===== config.mk =====
export PLATFORM = sky130hd
export DESIGN_NAME = seq_restoring_divider
export DESIGN_NICKNAME = d
export VERILOG_FILES = /design/src/rtl/div_pkg.sv /design/src/rtl/div_restore_step.sv /design/src/rtl/seq_restoring_divider.sv
export SDC_FILE = /design/constraint.sdc
export NUM_CORES = 1
export LEC_CHECK = 0
export BUFFER_PORTS_ARGS = -buffer_cell sky130_fd_sc_hd__buf_4
export CAP_MARGIN = 20
export CORE_MARGIN = 4
export CORE_UTILIZATION = 49
export DETAILED_ROUTE_END_ITERATION = 10
export GPL_TIMING_DRIVEN = 0
export PLACE_DENSITY = 0.73
export SLEW_MARGIN = 20
export SYNTH_ARGS = -nofsm -noshare
export SYNTH_HDL_FRONTEND = slang
export SYNTH_SLANG_ARGS = --single-unit

===== constraint.sdc =====
create_clock -name clk -period 1.5 [get_ports clk]
set_input_delay 0.225 -clock clk [delete_from_list [all_inputs] [get_ports clk]]
set_output_delay 0.225 -clock clk [all_outputs]
set_load 0.03 [all_outputs]

===== src/rtl/div_pkg.sv =====
// Shared types and sizing helpers for the sequential restoring divider.
package div_pkg;

    localparam int DIV_WIDTH = 4;

    typedef enum logic [1:0] {
        IDLE = 2'd0,
        CALC = 2'd1,
        DONE = 2'd2
    } div_state_t;

    function automatic int cnt_width(input int width);
        return $clog2(2 * width);
    endfunction

endpackage


===== src/rtl/div_restore_step.sv =====
// One combinational restoring-division step: shift in a dividend bit, trial-subtract D.
module div_restore_step
    import div_pkg::*;
#(
    parameter int WIDTH = DIV_WIDTH
) (
    input  logic [WIDTH:0]   r,
    input  logic             in_bit,
    input  logic [WIDTH-1:0] d,
    output logic [WIDTH:0]   r_next,
    output logic             q_bit
);

    logic [WIDTH+1:0] shifted;
    logic [WIDTH+1:0] trial;
    // The top bit of R never feeds the next step; only the low WIDTH bits shift up.
    logic             unused_r_msb;

    assign unused_r_msb = r[WIDTH];

    always_comb begin
        shifted = {1'b0, r[WIDTH-1:0], in_bit};
        trial   = shifted - {2'b00, d};
        q_bit   = ~trial[WIDTH+1];
        r_next  = q_bit ? trial[WIDTH:0] : shifted[WIDTH:0];
    end

endmodule


===== src/rtl/seq_restoring_divider.sv =====
// Multi-cycle unsigned restoring divider, one quotient bit per cycle, valid/ready on both sides.
//   state | meaning
//   IDLE  | ready for a new operation
//   CALC  | 2*WIDTH restoring steps in progress
//   DONE  | result held until the consumer accepts it
module seq_restoring_divider
    import div_pkg::*;
#(
    parameter int WIDTH = DIV_WIDTH
) (
    input  logic                 clk,
    input  logic                 rst,
    input  logic                 in_valid_i,
    output logic                 in_ready_o,
    input  logic [2*WIDTH-1:0]   dividend_i,
    input  logic [WIDTH-1:0]     divisor_i,
    output logic                 out_valid_o,
    input  logic                 out_ready_i,
    output logic [2*WIDTH-1:0]   quotient_o,
    output logic [WIDTH-1:0]     remainder_o,
    output logic                 div_zero_o
);

    localparam int CW = cnt_width(WIDTH);
    localparam logic [CW-1:0] LAST_STEP = CW'(2 * WIDTH - 1);

    div_state_t         state, state_nxt;
    logic [2*WIDTH-1:0] shreg;
    logic [WIDTH-1:0]   d_reg;
    logic [WIDTH:0]     r_reg;
    logic [WIDTH-1:0]   div_lo;
    logic [CW-1:0]      cnt;
    logic               zflag;
    logic [WIDTH:0]     r_next;
    logic               q_bit;

    div_restore_step #(
        .WIDTH (WIDTH)
    ) u_step (
        .r      (r_reg),
        .in_bit (shreg[2*WIDTH-1]),
        .d      (d_reg),
        .r_next (r_next),
        .q_bit  (q_bit)
    );

    always_ff @(posedge clk) begin
        if (!rst) begin
            state <= IDLE;
        end else begin
            state <= state_nxt;
        end
    end

    always_comb begin
        state_nxt   = state;
        in_ready_o  = 1'b0;
        out_valid_o = 1'b0;
        case (state)
            IDLE: begin
                in_ready_o = 1'b1;
                if (in_valid_i) begin
                    state_nxt = CALC;
                end
            end
            CALC: begin
                if (cnt == LAST_STEP) begin
                    state_nxt = DONE;
                end
            end
            DONE: begin
                out_valid_o = 1'b1;
                if (out_ready_i) begin
                    state_nxt = IDLE;
                end
            end
            default: state_nxt = IDLE;
        endcase
    end

    always_ff @(posedge clk) begin
        if (!rst) begin
            shreg       <= '0;
            d_reg       <= '0;
            r_reg       <= '0;
            div_lo      <= '0;
            cnt         <= '0;
            zflag       <= 1'b0;
            quotient_o  <= '0;
            remainder_o <= '0;
            div_zero_o  <= 1'b0;
        end else begin
            case (state)
                IDLE: begin
                    if (in_valid_i) begin
                        shreg  <= dividend_i;
                        d_reg  <= divisor_i;
                        r_reg  <= '0;
                        div_lo <= dividend_i[WIDTH-1:0];
                        cnt    <= '0;
                        zflag  <= (divisor_i == '0);
                    end
                end
                CALC: begin
                    shreg <= {shreg[2*WIDTH-2:0], q_bit};
                    r_reg <= r_next;
                    cnt   <= cnt + CW'(1);
                    if (cnt == LAST_STEP) begin
                        // A zero divisor reports all-ones with the dividend's low bits as remainder.
                        if (zflag) begin
                            quotient_o  <= '1;
                            remainder_o <= div_lo;
                        end else begin
                            quotient_o  <= {shreg[2*WIDTH-2:0], q_bit};
                            remainder_o <= r_next[WIDTH-1:0];
                        end
                        div_zero_o <= zflag;
                    end
                end
                default: ;
            endcase
        end
    end

endmodule


==> flow_metrics.tcl <==
set metrics [dict create \
    cp_num_cells 7 \
    final_max_slew_viol_count 0 \
    yosys.area_share.adder_pct 5.42 \
    final_cells 300 \
    layout.cells.most_common "buf_4" \
    gr-total-overflow 0 \
    destination_of_the_worst_register_to_register_timing_path "r_reg[1]$_SDFFE_PN0P_" \
    synth_simple_gate_area_share_pct 27.3 \
    pre_cts_slack_ns -0.161 \
    cp_cell_sequence "inv_2 -> ha_4 -> o21ai_4 -> a21oi_4 -> nand2b_4 -> mux2_4 -> o21ai_1" \
    drc 0 \
    setup_violations 6 \
    critical_path_cell_with_the_highest_stage_delay "dfxtp_2" \
    synth_enable_flop_cells 0 \
    max_cap_viol_count 0 \
    dieHeight_um 67.9 \
    fin_worst_skew_ns 0.0126 \
    total_clock_buffers_created_by_cts 5 \
    synthesis.nets 232 \
    synth-main-ff-cell "dfxtp_1" \
    clock_path_buffers 2 \
    detailedRoute.firstPassIterationCount 4 \
    antenna_violating_nets_post_route 0 \
    floorplan.rows 21 \
    synth_sequential_area_ratio_pct 44.5 \
    drt_wl_total_mm 4.38 \
    reg.largest.list "quotient_o x8, shreg x8" \
    layout.nets 277 \
    globalplace.congestion 0.792 \
    layout.cells.most_common_list "buf_4, nand2_1, dfxtp_1" \
    yosys.area_share.xor_xnor_pct 0.499 \
    reg2reg_depth 7 \
    critical_path.top_delay_family "flip-flops" \
    dpl.cell_count 285 \
    syn-cell-area_sq_um 1760 \
    criticalPathCategory "reg -> reg" \
    ys_warn_count 0 \
    grt_pass1_vias 1595 \
    drt-vias-per-instance 5.50 \
    fp.coreArea_sq_um 3390 \
    ctsHoldBuffers 0 \
    fin_ws_ns -0.0769 \
    drtIter0Drc 117 \
    synth_top_family_by_area "simple AND/OR/NAND/NOR gates" \
    maxSlewHeadroom_pct 60.3 \
    end_of_the_critical_path "r_reg[1]$_SDFFE_PN0P_" \
    number_of_antenna_violations_at_the_first_check_in_global_routing 0 \
    insertedDiodeCount 0 \
    grt_max_degree 12 \
    synth.distinct_cells 40 \
    insertion_delay_ns 0.34 \
    numPortBuffers 30 \
    worstHoldPathType "in -> reg" \
    cts_tree "built" \
    cp_slowest_stage_delay_ns 0.36 \
    die_width_um 67.9 \
    pwr_density_cell_nw_per_um2 922 \
    hold_viol_final 0 \
    grt_pass1_wl_mm 7.32 \
    critical_path.reg2reg.startpoint "d_reg[2]$_SDFFE_PN0P_" \
    tritoncts_num_sinks 39 \
    ir_drop_uv 671 \
    cp.buffers_inverters 1 \
    clock-root-buffer "clkbuf_4" \
    setup.worst_path.start_class "register" \
    share_of_final_layout_standard_cells_stronger_than_drive_strength_1_pct 38.2 \
    ys_seq_elements 39 \
    design.portCount 31 \
    timing.final.crit_period_ns 1.58 \
    cp_data_arrival_time_ns 1.85 \
    num_vias 1649 \
    place.detailed.hpwl_mm 3.10 \
    grtUsageTotal_pct 21.3 \
    route.detailed.wl_per_inst_um 14.6 \
    clkTransAtPathRegs_ns 0.11 \
    violations "negative setup slack" \
    floorplan.initialDensity_pct 51.8 \
    synthToLayoutAreaGrowth_pct 31.6 \
    layout_worst_path_cycle_share_pct 105 \
    synthMuxAreaShare_pct 2.28 \
    synthesis.instances 209 \
    required_time_worst_endpoint_ns 1.77 \
    worstSetupStartpoint "d_reg[2]$_SDFFE_PN0P_" \
    floorplan.die_area_sq_um 4600 \
    timing_worst_slew_pin_value_ns 0.595 \
    async_flop_share_pct 0 \
    rsz0062_at_grt "true" \
    cellLeakagePower_nw 0.927 \
    cts_max_level 2 \
    mean_area_per_synthesized_cell_sq_um 8.40 \
    critical_path.endpoint_type "register" \
    rrSetupSlack_ns -0.08 \
    critical_path_peak_fanout 5 \
    timing.fmax_mhz 634 \
    outcome "finished with violations" \
    p_total_w 0.00213 \
    synth_compound_gate_area_share_pct 14.9 \
]
-- synth_stat cells (all sizes together) (2+ instances only) --
cell type,number,area (sq um)
ha,6,75.1
nand2,39,156
mux2,2,30.0
and2,2,15.0
buf,7,45.0
inv,6,22.5
clkbuf,6,22.5
a21oi,20,104
a311oi,4,35.0
dfxtp,39,781
nand2b,5,38.8
nand3b,2,15.0
nor3,15,75.1
a31oi,6,37.5
nand3,4,20.0
nor2,23,98.8
o21ai,8,51.3
nand4,3,18.8
-- tightest hold or removal path, cell delays in order --
cell,delay [ns]
buf_4,0.11
nand2_1,0.05
a21oi_1,0.05
-- worst min path at each step --
| stage | startpoint | end | slack, ns | cells past startpoint |
|---|---|---|---|---|
| 2_1_floorplan | divisor_i[1] | d_reg[1]$_SDFFE_PN0P_ | 0.35 | 2 |
| 6_report | divisor_i[3] | d_reg[3]$_SDFFE_PN0P_ | 0.13 | 3 |
| 3_3_place_gp | div_lo[2]$_SDFFE_PN0P_ | div_lo[2]$_SDFFE_PN0P_ | 0.44 | 2 |
| 4_1_cts | divisor_i[3] | d_reg[3]$_SDFFE_PN0P_ | 0.13 | 3 |
| 3_5_place_dp | div_lo[2]$_SDFFE_PN0P_ | div_lo[2]$_SDFFE_PN0P_ | 0.44 | 2 |
| 5_1_grt | divisor_i[3] | d_reg[3]$_SDFFE_PN0P_ | 0.12 | 3 |
-- cells by family (layout without fill, tap and decap cells) --
logic type,after synthesis,count (layout)
DFF,39,39
buffers and inverters,19,64
adders and majority gates,7,7
and+or+nand+nor,98,98
AOI/OAI and AO/OA,42,42
xor gates and xnor gates,1,1
muxes,3,3
-- repair_timing --
action,CTS,global route
buffers inserted,6,2
gates resized for setup,17,15
pin swaps,5,7
setup endpoints to repair,7,18
-- layer usage --
layer	share of wire, %	GRT usage, %	up-vias
met4	1.0	7.94	0
li1	-	-	812
met3	7.1	5.42	8
met1	44	28.2	769
met2	47	33.5	60
met5	0	0	-
-- power by group --
part / switching [W] / internal (W) / leakage [nW] / total, W
Sequential: 0.0000369 / 0.00108 / 0.321 / 0.00112
Clock: 0.000327 / 0.000217 / 0.0341 / 0.000545
Combinational: 0.000244 / 0.000224 / 0.573 / 0.000468
Total: 0.000608 / 0.00152 / 0.927 / 0.00213
-- area by class of cell --
cell class	count	area [sq um]
Sequential cell	39	792
Clock inverter	1	5.00
Multi-Input combinational cell	151	1030
Clock buffer	6	51.3
Tap cell	46	57.6
Fill cell	285	1080
Buffer	13	71.3
Timing Repair Buffer	38	285
Inverter	6	22.5
-- through the flow --
| stage | setup TNS (ns) | util (%) | hold WS (ns) | instance area (sq um) |
|---|---|---|---|---|
| 6_report | -0.336 | 68.2 | 0.128 | 2310 |
| 5_1_grt | -0.769 | 68.2 | 0.122 | 2310 |
| 4_1_cts | -0.286 | 66.4 | 0.126 | 2250 |
| 3_5_place_dp | -0.954 | 61.3 | 0.443 | 2080 |
| 3_3_place_gp | -0.683 | 61.3 | 0.443 | 2080 |
| 2_1_floorplan | 0 | - | 0.353 | 1790 |
(Power assumes the default switching activity.)
